File: src/rtl/divider_pkg.sv
// divider_pkg: shared types and defaults for the iterative divider.
package divider_pkg;

   typedef enum logic [1:0] {
      IDLE = 2'd0,
      BUSY = 2'd1,
      DONE = 2'd2
   } divider_state_t;

   localparam int DIVIDER_DEFAULT_WIDTH = 32;

endpackage

File: src/rtl/iterative_divider_if.sv
// iterative_divider_if: operand and result handshake bundle for the divider.
//
// Handshake rules: a transfer happens on a rising clock edge where valid and
// ready are both high. The source holds valid and its payload stable until
// that edge. Ready never depends combinationally on valid.
interface iterative_divider_if
   import divider_pkg::*;
#(
   parameter int WIDTH = DIVIDER_DEFAULT_WIDTH
) ();

   logic             in_valid;
   logic             in_ready;
   logic [WIDTH-1:0] dividend;
   logic [WIDTH-1:0] divisor;
   logic             out_valid;
   logic             out_ready;
   logic [WIDTH-1:0] quotient;
   logic [WIDTH-1:0] remainder;
   logic             div_by_zero;
   divider_state_t   dbg_state;

   // Divider side.
   modport slave (
      input  in_valid, dividend, divisor, out_ready,
      output in_ready, out_valid, quotient, remainder, div_by_zero, dbg_state
   );

   // Producer/consumer side.
   modport master (
      output in_valid, dividend, divisor, out_ready,
      input  in_ready, out_valid, quotient, remainder, div_by_zero, dbg_state
   );

endinterface

File: src/rtl/divider_step.sv
// divider_step: one combinational restoring-division iteration.
// The partial remainder entering a step is always below the divisor, so the
// shifted value fits in WIDTH+1 bits and the top bit of the wide difference
// is only there to make the comparison exact.
module divider_step #(
   parameter int WIDTH = 32
) (
   input  logic [WIDTH:0]   rem_i,
   input  logic             bit_i,
   input  logic [WIDTH-1:0] divisor_i,
   output logic [WIDTH:0]   rem_o,
   output logic             q_bit_o
);

   logic [WIDTH+1:0] shifted;
   logic [WIDTH+1:0] diff;
   logic [WIDTH+1:0] nxt;
   logic             unused_msb;

   // Shift in the next dividend bit, trial-subtract, keep difference if no borrow.
   always_comb begin
      shifted = {rem_i, bit_i};
      diff    = shifted - {2'b00, divisor_i};
      q_bit_o = (shifted >= {2'b00, divisor_i});
      nxt     = q_bit_o ? diff : shifted;
   end

   assign rem_o      = nxt[WIDTH:0];
   assign unused_msb = nxt[WIDTH+1];

endmodule

File: src/rtl/iterative_divider.sv
// iterative_divider: multi-cycle radix-2 restoring divider, one operation in
// flight, result held until the consumer accepts it.
// Build option: define DIVIDER_SIGNED_EN for two's-complement operands
// (magnitudes divided, signs applied when the result is registered).
module iterative_divider
   import divider_pkg::*;
#(
   parameter int WIDTH = DIVIDER_DEFAULT_WIDTH
) (
   input logic                clk,
   input logic                reset,
   iterative_divider_if.slave bus
);

   localparam int             CW   = $clog2(WIDTH);
   localparam logic [CW-1:0]  LAST = CW'(WIDTH - 1);

   divider_state_t   state_q, state_d;
   logic [CW-1:0]    cnt_q, cnt_d;
   logic [WIDTH:0]   rem_q, rem_d;     // partial remainder
   logic [WIDTH-1:0] work_q, work_d;   // dividend bits shift out, quotient bits shift in
   logic [WIDTH-1:0] dvs_q, dvs_d;     // divisor (magnitude) for the run
   logic [WIDTH-1:0] quo_q, quo_d;
   logic [WIDTH-1:0] remo_q, remo_d;
   logic             dbz_q, dbz_d;

   logic [WIDTH:0]   step_rem;
   logic             step_bit;
   logic [WIDTH-1:0] q_mag;
   logic [WIDTH-1:0] r_mag;

`ifdef DIVIDER_SIGNED_EN
   logic             negq_q, negq_d;   // quotient negative
   logic             negr_q, negr_d;   // remainder follows dividend sign

   function automatic logic [WIDTH-1:0] mag(input logic [WIDTH-1:0] v);
      return v[WIDTH-1] ? -v : v;
   endfunction
`endif

   divider_step #(.WIDTH(WIDTH)) u_step (
      .rem_i     (rem_q),
      .bit_i     (work_q[WIDTH-1]),
      .divisor_i (dvs_q),
      .rem_o     (step_rem),
      .q_bit_o   (step_bit)
   );

   // Next-state and datapath decisions for IDLE/BUSY/DONE.
   always_comb begin
      state_d = state_q;
      cnt_d   = cnt_q;
      rem_d   = rem_q;
      work_d  = work_q;
      dvs_d   = dvs_q;
      quo_d   = quo_q;
      remo_d  = remo_q;
      dbz_d   = dbz_q;
      q_mag   = {work_q[WIDTH-2:0], step_bit};
      r_mag   = step_rem[WIDTH-1:0];
`ifdef DIVIDER_SIGNED_EN
      negq_d  = negq_q;
      negr_d  = negr_q;
`endif
      unique case (state_q)
         IDLE: begin
            if (bus.in_valid) begin
               if (bus.divisor == '0) begin
                  // Zero divisor short-circuits straight to a flagged result.
                  quo_d   = '1;
                  remo_d  = bus.dividend;
                  dbz_d   = 1'b1;
                  state_d = DONE;
               end else begin
`ifdef DIVIDER_SIGNED_EN
                  work_d = mag(bus.dividend);
                  dvs_d  = mag(bus.divisor);
                  negq_d = bus.dividend[WIDTH-1] ^ bus.divisor[WIDTH-1];
                  negr_d = bus.dividend[WIDTH-1];
`else
                  work_d = bus.dividend;
                  dvs_d  = bus.divisor;
`endif
                  rem_d   = '0;
                  cnt_d   = '0;
                  state_d = BUSY;
               end
            end
         end
         BUSY: begin
            rem_d  = step_rem;
            work_d = q_mag;
            cnt_d  = cnt_q + CW'(1);
            if (cnt_q == LAST) begin
               cnt_d   = '0;
               dbz_d   = 1'b0;
               state_d = DONE;
`ifdef DIVIDER_SIGNED_EN
               quo_d  = negq_q ? -q_mag : q_mag;
               remo_d = negr_q ? -r_mag : r_mag;
`else
               quo_d  = q_mag;
               remo_d = r_mag;
`endif
            end
         end
         DONE: begin
            if (bus.out_ready) state_d = IDLE;
         end
         default: state_d = IDLE;
      endcase
   end

   // State and datapath registers; reset abandons any division in flight.
   always_ff @(posedge clk or negedge reset) begin
      if (!reset) begin
         state_q <= IDLE;
         cnt_q   <= '0;
         rem_q   <= '0;
         work_q  <= '0;
         dvs_q   <= '0;
         quo_q   <= '0;
         remo_q  <= '0;
         dbz_q   <= 1'b0;
`ifdef DIVIDER_SIGNED_EN
         negq_q  <= 1'b0;
         negr_q  <= 1'b0;
`endif
      end else begin
         state_q <= state_d;
         cnt_q   <= cnt_d;
         rem_q   <= rem_d;
         work_q  <= work_d;
         dvs_q   <= dvs_d;
         quo_q   <= quo_d;
         remo_q  <= remo_d;
         dbz_q   <= dbz_d;
`ifdef DIVIDER_SIGNED_EN
         negq_q  <= negq_d;
         negr_q  <= negr_d;
`endif
      end
   end

   assign bus.in_ready    = (state_q == IDLE);
   assign bus.out_valid   = (state_q == DONE);
   assign bus.quotient    = quo_q;
   assign bus.remainder   = remo_q;
   assign bus.div_by_zero = dbz_q;
   assign bus.dbg_state   = state_q;

endmodule

File: src/flat_wrapper.sv
// flat-port wrapper written by rule: the top's interface ports become plain ports
module iterative_divider_flat import divider_pkg::*;
#(
   parameter int WIDTH = DIVIDER_DEFAULT_WIDTH
)
  (clk, reset, bus_in_valid, bus_dividend, bus_divisor, bus_out_ready, bus_in_ready, bus_out_valid, bus_quotient, bus_remainder, bus_div_by_zero, bus_dbg_state);
  iterative_divider_if #(.WIDTH(WIDTH)) bus_i ();
  input logic clk;
  input logic reset;
  input wire logic [$bits(bus_i.in_valid)-1:0] bus_in_valid;
  input wire logic [$bits(bus_i.dividend)-1:0] bus_dividend;
  input wire logic [$bits(bus_i.divisor)-1:0] bus_divisor;
  input wire logic [$bits(bus_i.out_ready)-1:0] bus_out_ready;
  output wire logic [$bits(bus_i.in_ready)-1:0] bus_in_ready;
  output wire logic [$bits(bus_i.out_valid)-1:0] bus_out_valid;
  output wire logic [$bits(bus_i.quotient)-1:0] bus_quotient;
  output wire logic [$bits(bus_i.remainder)-1:0] bus_remainder;
  output wire logic [$bits(bus_i.div_by_zero)-1:0] bus_div_by_zero;
  output wire logic [$bits(bus_i.dbg_state)-1:0] bus_dbg_state;
  assign bus_i.in_valid = bus_in_valid;
  assign bus_i.dividend = bus_dividend;
  assign bus_i.divisor = bus_divisor;
  assign bus_i.out_ready = bus_out_ready;
  assign bus_in_ready = bus_i.in_ready;
  assign bus_out_valid = bus_i.out_valid;
  assign bus_quotient = bus_i.quotient;
  assign bus_remainder = bus_i.remainder;
  assign bus_div_by_zero = bus_i.div_by_zero;
  assign bus_dbg_state = bus_i.dbg_state;
  iterative_divider #(.WIDTH(WIDTH)) u_core (.clk(clk), .reset(reset), .bus(bus_i));
endmodule
File: config.mk
export PLATFORM = sky130hd
export DESIGN_NAME = iterative_divider_flat
export DESIGN_NICKNAME = d
export VERILOG_FILES = /design/src/rtl/divider_pkg.sv /design/src/rtl/iterative_divider_if.sv /design/src/rtl/divider_step.sv /design/src/rtl/iterative_divider.sv /design/src/flat_wrapper.sv
export SDC_FILE = /design/constraint.sdc
export NUM_CORES = 1
export LEC_CHECK = 0
export BUFFER_PORTS_ARGS = -buffer_cell sky130_fd_sc_hd__buf_4
export CORE_MARGIN = 1.5
export CORE_UTILIZATION = 58
export CTS_CLUSTER_DIAMETER = 100
export DETAILED_ROUTE_END_ITERATION = 8
export PLACE_DENSITY = 0.83
export SLEW_MARGIN = 30
export SYNTH_ARGS = -nofsm -noshare
export SYNTH_HDL_FRONTEND = slang
export SYNTH_SLANG_ARGS = --single-unit
File: constraint.sdc
create_clock -name clk -period 3.95 [get_ports clk]
set_clock_uncertainty 0.05 [all_clocks]
set_input_delay 0.5925 -clock clk [delete_from_list [all_inputs] [get_ports clk]]
set_output_delay 0.5925 -clock clk [all_outputs]
set_load 0.1 [all_outputs]
Word level (Yosys, flattened, before mapping):

Index checks and enable logic that the tools add are counted.

* register bits after elaboration: 169
* bits of input ports: 68
* output and inout bits: 69
* word-level logic and storage cells: 55

* add/subtract/negate cells: 2
* $lt $le $gt $ge: 1
* equal/unequal tests: 8
* muxes and demuxes: 28
* bitwise operators: 1
* reduce and logical (&&, ||, !) cells: 7

Operators by type and width (number)
* $mux W32: 8
* $pmux W32 S2: 3
* $mux W33: 3
* $pmux W33 S2: 1
* $ge A34 B32 Y1: 1
* $sub A33 B32 Y33: 1
* $logic_not A32 Y1: 1
* $mux W5: 3
* $pmux W5 S2: 1
* $reduce_and A3 Y1: 3
* $mux W2: 4
* $ne A2 B2 Y1 const B: 3
* $pmux W2 S3: 1
* $add A5 B1 Y5 const B: 1
* $eq A5 B5 Y1 const B: 1
* $ne A2 B1 Y1 const B: 2
* $reduce_and A4 Y1: 1
* $mux W1: 3
* $eq A2 B1 Y1 const B: 1
* $eq A2 B2 Y1 const B: 1
* $logic_not A2 Y1: 1
* $pmux W1 S2: 1
* $reduce_bool A2 Y1: 1
* $not A1 Y1: 1

Longest topological paths before layout:

Gate-level depths: netlist of run 1.

* word-level depth: 4
* depth in mapped cells: 14
* gate-level depth less buffers: 12

Modules after synthesis:

From an unflattened synthesis of run 1, not the netlist that was laid out.

* cell total of the unflattened synthesis: 1215
* area total of the unflattened synthesis: 10960.5 µm²

By module, submodules not included
* iterative_divider: instances 1, cells each 869, area an instance 8769.7 µm², sequential area each 4229.1 µm²
* divider_step: instances 1, cells each 346, area an instance 2190.9 µm², sequential area each 0.0 µm²

Least setup slack after synthesis of run 1:

OpenSTA, ideal clock, no wires.

* path type: flip-flop to output port
* from: register u_core.state_q[1], in the netlist u_core.bus.dbg_state[1]
* to: output bus_in_ready
* arrival time: 2.284 ns
* data required time: 3.307 ns
* setup slack: 1.024 ns
* stages on the path, launching flop included: 3
* path buffers: 1
* cell sequence: dfrtp_1 > clkbuf_1 > nor2_1

* word-level cells in the longest chain between the ends: 1

RTL lines
* start: declaration: line iterative_divider.sv:18 `divider_state_t state_q, state_d;`
* start signal: assignment: line iterative_divider.sv:130 `state_q <= state_d;`
* $logic_not A2 Y1: line iterative_divider.sv:145 `assign bus.in_ready = (state_q == IDLE);`
* end: declaration: line flat_wrapper.sv:14 `output wire logic [$bits(bus_i.in_ready)-1:0] bus_in_ready;`

No other way between the ends.

Worst setup path after layout of run 1:

* from: register u_core.rem_q[21]
* to: register u_core.rem_q[18]

* word-level cells in the longest chain between the ends: 3

RTL lines
* start: declaration: line iterative_divider.sv:20 `logic [WIDTH:0] rem_q, rem_d;`
* start signal: assignment: line iterative_divider.sv:132 `rem_q <= rem_d;`
* $ge A34 B32 Y1: line divider_step.sv:24 `q_bit_o = (shifted >= {2'b00, divisor_i});`
* $mux W33: line divider_step.sv:25 `nxt = q_bit_o ? diff : shifted;`
* $pmux W33 S2: line iterative_divider.sv:65 `unique case (state_q)`

No other way between the ends.
A chain may end at the register's enable or synchronous reset.

==> results of run 1 <==
-- worst register-to-register path: cells and delay by family, from the launching register on --
kind                     cells  cell delay, ps
AO/OA/AOI/OAI                2             370
multiplexers                 1             330
adder cells (fa/ha/maj)      1             480
flip-flops                   1             430
buffers and inverters        1             360
AND/OR/NAND/NOR              5            1250
-- per-layer routing --
layer	wire, um	up-vias
li1	-	4036
met1	11460	4101
met2	11450	393
met3	2023	37
met4	435	0
met5	0	-
-- worst paths after layout --
path	from	slack, ps	to	depth (start not counted)
worst max-delay path	u_core.rem_q[21]$_DFFE_PN0P_	530	u_core.rem_q[18]$_DFFE_PN0P_	10
worst min-delay path	reset	180	u_core.bus.quotient[26]$_DFFE_PN0P_	1
worst max register to register	u_core.rem_q[21]$_DFFE_PN0P_	530	u_core.rem_q[18]$_DFFE_PN0P_	10
worst min register to register	u_core.bus.quotient[30]$_DFFE_PN0P_	420	u_core.bus.quotient[30]$_DFFE_PN0P_	2
max in group asynchronous	reset	2700	u_core.dvs_q[14]$_DFFE_PN0P_	2
min in group clk	bus_out_ready	300	u_core.bus.dbg_state[1]$_DFFE_PN0P_	2
-- area by class of cell --
| class | count | share of cell area |
|---|---|---|
| clock inverters | 15 | 0.01633 |
| clock buffers | 17 | 0.03802 |
| repair buffers | 154 | 0.1048 |
| flip-flops and latches | 169 | 0.3780 |
| multi-input cells | 792 | 0.4223 |
| inverters | 49 | 0.01644 |
| well taps | 216 | 0.02416 |
-- logic make-up (layout without fill, tap and decap cells) --
kind of cell	after synthesis	after routing	synth area share
AO/OA/AOI/OAI	278	278	0.1860
XOR/XNOR	24	24	0.02237
adder cells (fa/ha/maj)	35	35	0.04740
buffers and inverters	122	235	0.05073
flip-flops	169	169	0.4501
multiplexers	44	44	0.05140
AND/OR/NAND/NOR	411	411	0.1920
-- synthesized netlist by cell type (2+ instances only) --
cell / count / area share
xor2_1: 11 / 0.010
a2111oi_0: 3 / 0.0028
o31ai_1: 5 / 0.0040
xnor2_1: 13 / 0.012
nor3_1: 13 / 0.0069
buf_1: 3 / 0.0012
and2_1: 3 / 0.0020
dfrtp_1: 169 / 0.45
o21bai_1: 5 / 0.0040
a21oi_1: 63 / 0.034
a211o_1: 3 / 0.0028
o211ai_1: 7 / 0.0056
buf_2: 8 / 0.0043
inv_1: 49 / 0.020
o221ai_1: 3 / 0.0028
o21a_1: 6 / 0.0048
and3_1: 5 / 0.0033
and4_1: 2 / 0.0019
a31oi_1: 54 / 0.036
o21ai_1: 3 / 0.0016
ha_1: 34 / 0.045
nand2b_1: 3 / 0.0020
mux2i_1: 10 / 0.011
o21ai_0: 68 / 0.036
nor2b_1: 3 / 0.0020
or3_1: 12 / 0.0080
nand4_1: 18 / 0.012
nand3_1: 52 / 0.028
nor4_1: 9 / 0.0060
nand2_1: 197 / 0.079
mux2_2: 34 / 0.041
a22oi_1: 2 / 0.0016
a211oi_1: 7 / 0.0056
a22o_1: 3 / 0.0028
nor2_1: 87 / 0.035
a21o_1: 17 / 0.014
o22ai_1: 6 / 0.0040
clkbuf_1: 60 / 0.024
a221oi_1: 3 / 0.0028
a32oi_1: 2 / 0.0019
a41oi_1: 5 / 0.0047
-- sequential cells by signal (all words and copies together), names as in the netlist --
register and flops:
u_core.bus.dbg_state 2, u_core.bus.div_by_zero 1, u_core.bus.quotient 32, u_core.bus.remainder 32
u_core.cnt_q 5, u_core.dvs_q 32, u_core.rem_q 33, u_core.work_q 32
-- per-stage QoR --
stage / hold WS, ps / setup WS, ps / std cells / cell area, um^2 / util
finish: 176.1 / 529.2 / 1412 / 11190 / 0.7069
global route: 251.3 / 313.9 / 1412 / 11190 / 0.7069
CTS: 228.2 / 626.4 / 1412 / 11190 / 0.7069
detailed placement: 407.0 / 674.8 / 1380 / 10580 / 0.6685
global placement: 402.4 / 774.4 / 1380 / 10580 / 0.6685
floorplan: 246.9 / 1024 / 1083 / 9397 / -
==> results by group, run 1 <==
Layout
  • Proportion of layout cells with a drive suffix above 1: 0.1948
  • Multi-input gate area: 4725 um^2
  • ANT cells: 0
  • # nets final: 1286
  • Most frequent cells in the layout: nand2_1 (197), dfrtp_1 (169), buf_4 (152)
  • Seq. cell area: 4229 um^2
  • Commonest non-fill, non-tap cell in the layout: nand2_1
  • Fill cell count: 1229
  • Area Overhead vs Synth: 19.07%

Yosys
  • Synth Flop Type: dfrtp_1
  • Syn_nets: 1186
  • Yosys cell types: 64
  • Number of flops mapped to enable cells by yosys: 0
  • Yosys reg bits: 169
  • Syn Area/Cell: 8.676 um^2
  • Asr flop ratio synth: 1.000
  • Ys Warns: 0
  • Synthesized area: 9397 um^2
  • Syn Inst Count: 1083
  • Sequential element share of the synthesized area: 0.4501

Clocking
  • CTS Buffer Depth: 2
  • Clock Latency Late Sink: 440 ps
  • Setup Fix Bufs, Post-CTS: 0
  • Clock transition at path regs: 70 ps
  • Post-CTS Hold Buffers: 0
  • TritonCTS Buffers: 17
  • Post-cts resize count: 0
  • CTS root buffer: clkbuf_16
  • H-tree levels: 4
  • CTS sink cnt: 169
  • CTS tree: built

Routing
  • Average wire per standard cell: 17.96 um
  • Via density: 6.067
  • Drt drc: 0
  • First drt pass iteration count: 5
  • Post-Route WL: 25370 um
  • Routed vias: 8567
  • DRT iter0 DRCs: 738
  • Routed Antenna Nets: 0

Timing
  • Actual slew at the worst max-slew pin: 861.5 ps
  • Relative slew slack: 0.4257
  • Slew Limit Fails: 0
  • Post-route clock period utilization: 0.8660
  • Final hold violations: 0
  • Setup violators final: 0
  • RSZ-0062 raised after global routing: no
  • Tmin final: 3421 ps
  • Setup TNS Final: 0 ps
  • Fmax: 292.3 MHz

Place
  • I/O Buffers: 136
  • Final GP Congestion: 1.003
  • Post-DP HPWL: 18670 um

Floorplan
  • Chip width: 130.3 um
  • Initial core utilization: 0.5937
  • Die Footprint: 16970 um^2
  • Io pins: 137
  • Core Region: 15830 um^2
  • Rows: 46
  • Die height: 130.3 um

Setup path
  • Worst Path Required: 4180 ps
  • CP Class: reg2reg
  • Cell family contributing the most delay on the critical path: simple AND/OR/NAND/NOR gates
  • CP dominant cell by count: nand4_1
  • Critical path's largest stage delay: 480 ps
  • CP arrival: 3650 ps
  • Crit-path max FO: 20
  • CP max stage cell: ha_1
  • Worst setup SP type: flip-flop
  • Worst path cell trace: ha_1, nand4_1, nor2_1, nand4_1, o211ai_1, nand4_1, nand2_1, buf_4, mux2i_1, o21ai_0
  • Crit. End Element: flip-flop
  • Crit path buffers/inverters: 1

Global routing
  • Pin count of the biggest net entering global routing: 98
  • Met1 Use GR: 0.4431
  • Global-route usage over all layers: 0.3045
  • Total gr overflow: 0
  • Grt peak-use layer: met2
  • Initial antenna violation count: 0
  • Met2 GRT Util: 0.4613
  • First-pass GRT wire length: 39830 um
  • Grt met3 use: 0.05986
  • Vias in the first global route: 7752

Outcome
  • Outcome: complete, no violations

Hold path
  • Worst Hold Class: in2async

Job
  • Max-cap viol count: 0
Power of run 1 is not shown: default switching activity piles up to over one toggle a cycle in this logic, so the estimate is an artifact.
==> run 2: changes to the inputs <==
--- a/config.mk
+++ b/config.mk
@@ -10,7 +10,7 @@
 export CORE_UTILIZATION = 58
 export CTS_CLUSTER_DIAMETER = 100
 export DETAILED_ROUTE_END_ITERATION = 8
-export PLACE_DENSITY = 0.83
+export PLACE_DENSITY = 0.84
 export SLEW_MARGIN = 30
 export SYNTH_ARGS = -nofsm -noshare
 export SYNTH_HDL_FRONTEND = slang
==> results by group, run 2 (synthesized netlist as in run 1, its figures left out) <==
Clocking
  • Setup Fix Bufs, Post-CTS: 0 (unchanged)
  • CTS Buffer Depth: 2 (unchanged)
  • Post-CTS Hold Buffers: 0 (unchanged)
  • CTS tree: built (unchanged)
  • CTS sink cnt: 169 (unchanged)
  • TritonCTS Buffers: 17 (unchanged)
  • Clock transition at path regs: 70 ps (about the same)
  • Post-cts resize count: 0 (unchanged)
  • H-tree levels: 4 (unchanged)
  • Clock Latency Late Sink: 440 ps (about the same)
  • CTS root buffer: clkbuf_16 (unchanged)

Timing
  • Hold_ws: 77.57 ps (was 176.1 ps)
  • Setup TNS Final: 0 ps (unchanged)
  • Setup violators final: 0 (unchanged)
  • Fmax: 295.7 MHz (was 292.3 MHz)
  • Final setup margin: 567.8 ps (was 529.2 ps)
  • Slew Limit Fails: 0 (unchanged)
  • Post-route clock period utilization: 0.8563 (was 0.8660)
  • Relative slew slack: 0.4199 (was 0.4257)
  • RSZ-0062 raised after global routing: no (unchanged)
  • Actual slew at the worst max-slew pin: 868.0 ps (was 861.5 ps)
  • Final hold violations: 0 (unchanged)
  • Tmin final: 3382 ps (was 3421 ps)

Layout
  • ANT cells: 0 (unchanged)
  • Largest register FFs: 33 (unchanged)
  • Multi-input gate area: 4725 um^2 (unchanged)
  • Fill cell count: 1267 (was 1229)
  • Register with the most flip-flops: u_core.rem_q (unchanged)
  • Most frequent cells in the layout: nand2_1 (197), dfrtp_1 (169), buf_4 (149) (was nand2_1 (197), dfrtp_1 (169), buf_4 (152))
  • Proportion of layout cells with a drive suffix above 1: 0.1928 (was 0.1948)
  • Final core utilization: 0.7039 (was 0.7069)
  • Area Overhead vs Synth: 18.56% (was 19.07%)
  • # nets final: 1283 (was 1286)
  • Commonest non-fill, non-tap cell in the layout: nand2_1 (unchanged)
  • Seq. cell area: 4229 um^2 (unchanged)

Global routing
  • Global-route usage over all layers: 0.3098 (was 0.3045)
  • Pin count of the biggest net entering global routing: 101 (was 98)
  • First-pass GRT wire length: 40480 um (was 39830 um)
  • Initial antenna violation count: 0 (unchanged)
  • Total gr overflow: 0 (unchanged)
  • Vias in the first global route: 7780 (was 7752)

Floorplan
  • Die height: 130.3 um (unchanged)
  • Core Region: 15830 um^2 (unchanged)
  • Rows: 46 (unchanged)
  • Io pins: 137 (unchanged)
  • Initial core utilization: 0.5937 (unchanged)
  • Chip width: 130.3 um (unchanged)
  • Die Footprint: 16970 um^2 (unchanged)

Setup path
  • CP arrival: 3680 ps (was 3650 ps)
  • Worst setup SP type: flip-flop (unchanged)
  • Crit. End Element: flip-flop (unchanged)
  • Critical path's largest stage delay: 540 ps (was 480 ps)
  • Worst path cell trace: inv_1, ha_1, inv_1, fa_1, a21oi_1, o211ai_1, a211o_1, a21oi_2, mux2i_1, a2111oi_0, mux2i_1, o21ai_0 (was ha_1, nand4_1, nor2_1, nand4_1, o211ai_1, nand4_1, nand2_1, buf_4, mux2i_1, o21ai_0)
  • Crit-path max FO: 5 (was 20)
  • CP max stage cell: a2111oi_0 (was ha_1)
  • CP Class: reg2reg (unchanged)
  • Worst Path Required: 4240 ps (was 4180 ps)

Place
  • I/O Buffers: 136 (unchanged)
  • Post-DP HPWL: 18910 um (was 18670 um)
  • Worst slack at placement: 659.4 ps (was 674.8 ps)
  • Final GP Congestion: 0.9747 (was 1.003)

Routing
  • Average wire per standard cell: 18.12 um (was 17.96 um)
  • DRT iter0 DRCs: 848 (was 738)
  • Via density: 6.102 (was 6.067)
  • Post-Route WL: 25530 um (was 25370 um)
  • Drt drc: 0 (unchanged)
  • First drt pass iteration count: 5 (unchanged)
  • Routed vias: 8598 (was 8567)
  • Routed Antenna Nets: 0 (unchanged)

Outcome
  • Outcome: complete, no violations (unchanged)

Job
  • Max-cap viol count: 0 (unchanged)

Hold path
  • Worst Hold Class: in2async (unchanged)
run 2: routing by layer:
| layer | track usage | vias to the layer above | part of all wire |
|---|---|---|---|
| li1 | - | 4033 | - |
| met1 | 0.4633 | 4124 | 0.45 |
| met2 | 0.4693 | 400 | 0.45 |
| met3 | 0.04428 | 41 | 0.079 |
| met4 | 0.09216 | 0 | 0.019 |
| met5 | 0 | - | 0 |
run 2: final timing paths:
check | depth (start not counted) | slack (ps) | end | from
worst max-delay path | 12 | 570 | u_core.rem_q[22]$_DFFE_PN0P_ | u_core.work_q[31]$_DFFE_PN0P_
worst min-delay path | 1 | 80 | u_core.bus.quotient[27]$_DFFE_PN0P_ | reset
worst max register to register | 12 | 570 | u_core.rem_q[22]$_DFFE_PN0P_ | u_core.work_q[31]$_DFFE_PN0P_
worst min register to register | 2 | 420 | u_core.bus.quotient[3]$_DFFE_PN0P_ | u_core.bus.quotient[3]$_DFFE_PN0P_
max in group asynchronous | 2 | 2830 | u_core.dvs_q[27]$_DFFE_PN0P_ | reset
min in group clk | 2 | 300 | u_core.bus.dbg_state[1]$_DFFE_PN0P_ | bus_out_ready
run 2: area by class of cell:
| class | count | share of cell area |
|---|---|---|
| multi-input combinational | 792 | 0.4241 |
| sequential | 169 | 0.3796 |
| timing repair buffer | 151 | 0.1032 |
| clock buffer | 17 | 0.03819 |
| tap | 216 | 0.02426 |
| inverter | 49 | 0.01651 |
| clock inverter | 15 | 0.01415 |
run 2: through the flow:
| stage | instances | cell area, um^2 |
|---|---|---|
| after CTS | 1409 | 11140 |
| after global placement | 1377 | 10560 |
| final | 1409 | 11140 |
| after floorplan | 1083 | 9397 |
| after global routing | 1409 | 11140 |
| after detailed placement | 1377 | 10560 |
run 2: worst max-delay path, delay by kind of cell (launching register included):
family	cells	cell delay, ps
buf+inv	2	140
compound gates	6	1780
flops	1	400
fa+ha+maj	2	590
mux	2	340
Power of run 2 is left out for the same reason.
==> run 3: changes to the inputs <==
--- a/config.mk
+++ b/config.mk
@@ -11,6 +11,7 @@
 export CTS_CLUSTER_DIAMETER = 100
 export DETAILED_ROUTE_END_ITERATION = 8
 export PLACE_DENSITY = 0.84
+export RECOVER_POWER = 50
 export SLEW_MARGIN = 30
 export SYNTH_ARGS = -nofsm -noshare
 export SYNTH_HDL_FRONTEND = slang
==> results by group, run 3 (synthesized netlist as in run 1, its figures left out) <==
Layout
  • # nets final: 1283 (unchanged)
  • Largest register FFs: 33 (unchanged)
  • Area Overhead vs Synth: 17.18% (was 18.56%)
  • ANT cells: 0 (unchanged)
  • Register with the most flip-flops: u_core.rem_q (unchanged)
  • Proportion of layout cells with a drive suffix above 1: 0.1635 (was 0.1928)
  • Most frequent cells in the layout: nand2_1 (197), dfrtp_1 (169), buf_4 (115) (was nand2_1 (197), dfrtp_1 (169), buf_4 (149))
  • Commonest non-fill, non-tap cell in the layout: nand2_1 (unchanged)

Global routing
  • Global-route usage over all layers: 0.3098 (unchanged)
  • Total gr overflow: 0 (unchanged)
  • Met2 GRT Util: 0.4693 (unchanged)
  • Vias in the first global route: 7780 (unchanged)
  • Pin count of the biggest net entering global routing: 101 (unchanged)
  • Grt met3 use: 0.04428 (unchanged)
  • First-pass GRT wire length: 40480 um (unchanged)
  • Grt peak-use layer: met2 (unchanged)
  • Met1 Use GR: 0.4633 (unchanged)
  • Initial antenna violation count: 0 (unchanged)

Floorplan
  • Die height: 130.3 um (unchanged)
  • Rows: 46 (unchanged)
  • Initial core utilization: 0.5937 (unchanged)
  • Core Region: 15830 um^2 (unchanged)
  • Die Footprint: 16970 um^2 (unchanged)
  • Chip width: 130.3 um (unchanged)
  • Io pins: 137 (unchanged)

Clocking
  • Clock transition at path regs: 70 ps (about the same)
  • Setup Fix Bufs, Post-CTS: 0 (unchanged)
  • CTS sink cnt: 169 (unchanged)
  • TritonCTS Buffers: 17 (unchanged)
  • Post-CTS Hold Buffers: 0 (unchanged)
  • CTS tree: built (unchanged)
  • CTS Buffer Depth: 2 (unchanged)
  • Clock Latency Late Sink: 440 ps (about the same)
  • H-tree levels: 4 (unchanged)
  • CTS root buffer: clkbuf_16 (unchanged)
  • Post-cts resize count: 0 (unchanged)

Place
  • I/O Buffers: 136 (unchanged)
  • Post-DP HPWL: 18910 um (unchanged)
  • Final GP Congestion: 0.9747 (unchanged)

Timing
  • Slew Limit Fails: 70 (was 0)
  • Setup violators final: 0 (unchanged)
  • RSZ-0062 raised after global routing: no (unchanged)
  • Setup TNS Final: 0 ps (unchanged)
  • Fmax: 304.0 MHz (was 295.7 MHz)
  • Tmin final: 3290 ps (was 3382 ps)
  • Post-route clock period utilization: 0.8329 (was 0.8563)
  • Actual slew at the worst max-slew pin: 2995 ps (was 868.0 ps)
  • Hold_ws: 296.5 ps (was 77.57 ps)
  • Final hold violations: 0 (unchanged)
  • Relative slew slack: -0.9964 (was 0.4199)

Routing
  • Via density: 6.072 (was 6.102)
  • Drt drc: 0 (unchanged)
  • Routed Antenna Nets: 0 (unchanged)
  • DRT iter0 DRCs: 862 (was 848)
  • First drt pass iteration count: 5 (unchanged)
  • Routed vias: 8555 (was 8598)
  • Average wire per standard cell: 18.14 um (was 18.12 um)
  • Post-Route WL: 25560 um (was 25530 um)

Hold path
  • Worst Hold Class: in2reg (was in2async)
  • Hold Crit Start: bus_out_ready

Outcome
  • Failing checks: max-capacitance violations, max-slew violations
  • Outcome: finished with violations (was complete, no violations)

Setup path
  • Crit. End Element: flip-flop (unchanged)
  • Worst Path Required: 4200 ps (was 4240 ps)
  • Cell family contributing the most delay on the critical path: compound AO/OA/AOI/OAI gates (unchanged)
  • Worst setup SP type: flip-flop (unchanged)
  • Worst reg2reg path startpoint: u_core.rem_q[7]$_DFFE_PN0P_ (was u_core.work_q[31]$_DFFE_PN0P_)
  • Worst setup path start: u_core.rem_q[7]$_DFFE_PN0P_ (was u_core.work_q[31]$_DFFE_PN0P_)
  • CP max stage cell: a2111oi_1 (was a2111oi_0)
  • Critical path's largest stage delay: 760 ps (was 540 ps)
  • Worst path cell trace: ha_1, nand2_1, o21ai_0, nand3_1, a31o_2, a2111oi_1, o21ai_0, o311ai_0, nand3_1 (was inv_1, ha_1, inv_1, fa_1, a21oi_1, o211ai_1, a211o_1, a21oi_2, mux2i_1, a2111oi_0, mux2i_1, o21ai_0)
  • CP arrival: 3540 ps (was 3680 ps)
  • CP Class: reg2reg (unchanged)
  • Crit-path max FO: 6 (was 5)
  • Crit path buffers/inverters: 0 (was 2)

Job
  • Max-cap viol count: 1 (was 0)
## run 3: cell type report
type                       instances  area (um^2)
inverter                          49        183.9
clock inverter                    15        157.7
timing repair buffer             151         1020
multi-input combinational        792         4725
tap                              216        270.3
fill                            1314         4817
clock buffer                      17        425.4
sequential                       169         4229
## run 3: worst register-to-register path, cell delays in order (launching register included)
cell and delay, ps:
dfrtp_1 430, ha_1 420, nand2_1 70, o21ai_0 370, nand3_1 220, a31o_2 280, a2111oi_1 760, o21ai_0 220
o311ai_0 200, nand3_1 130
## run 3: routing by layer
metal | part of all wire | routed length, um
met1 | 0.45 | 11510
met2 | 0.45 | 11480
met5 | 0 | 0
met4 | 0.018 | 460
met3 | 0.083 | 2110
## run 3: through the flow
stage | setup slack (ps) | util | area, um^2 | std cells
global placement | 741.4 | 0.6670 | 10560 | 1377
CTS | 696.5 | 0.7039 | 11140 | 1409
detailed placement | 659.4 | 0.6670 | 10560 | 1377
floorplan | 1024 | - | 9397 | 1083
finish | 660.2 | 0.6957 | 11010 | 1409
global route | 320.5 | 0.6957 | 11010 | 1409
## run 3: path summary, 6_finish.rpt
| path | end | depth (start not counted) | slack [ps] |
|---|---|---|---|
| setup / recovery | u_core.bus.remainder[23]$_DFFE_PN0P_ | 9 | 660 |
| hold / removal | u_core.bus.dbg_state[1]$_DFFE_PN0P_ | 2 | 300 |
| setup reg to reg | u_core.bus.remainder[23]$_DFFE_PN0P_ | 9 | 660 |
| hold reg to reg | u_core.bus.quotient[3]$_DFFE_PN0P_ | 2 | 410 |
| max in group asynchronous | u_core.bus.quotient[10]$_DFFE_PN0P_ | 1 | 900 |
| min in group asynchronous | u_core.bus.quotient[27]$_DFFE_PN0P_ | 1 | 1220 |
Power of run 3 is left out for the same reason.
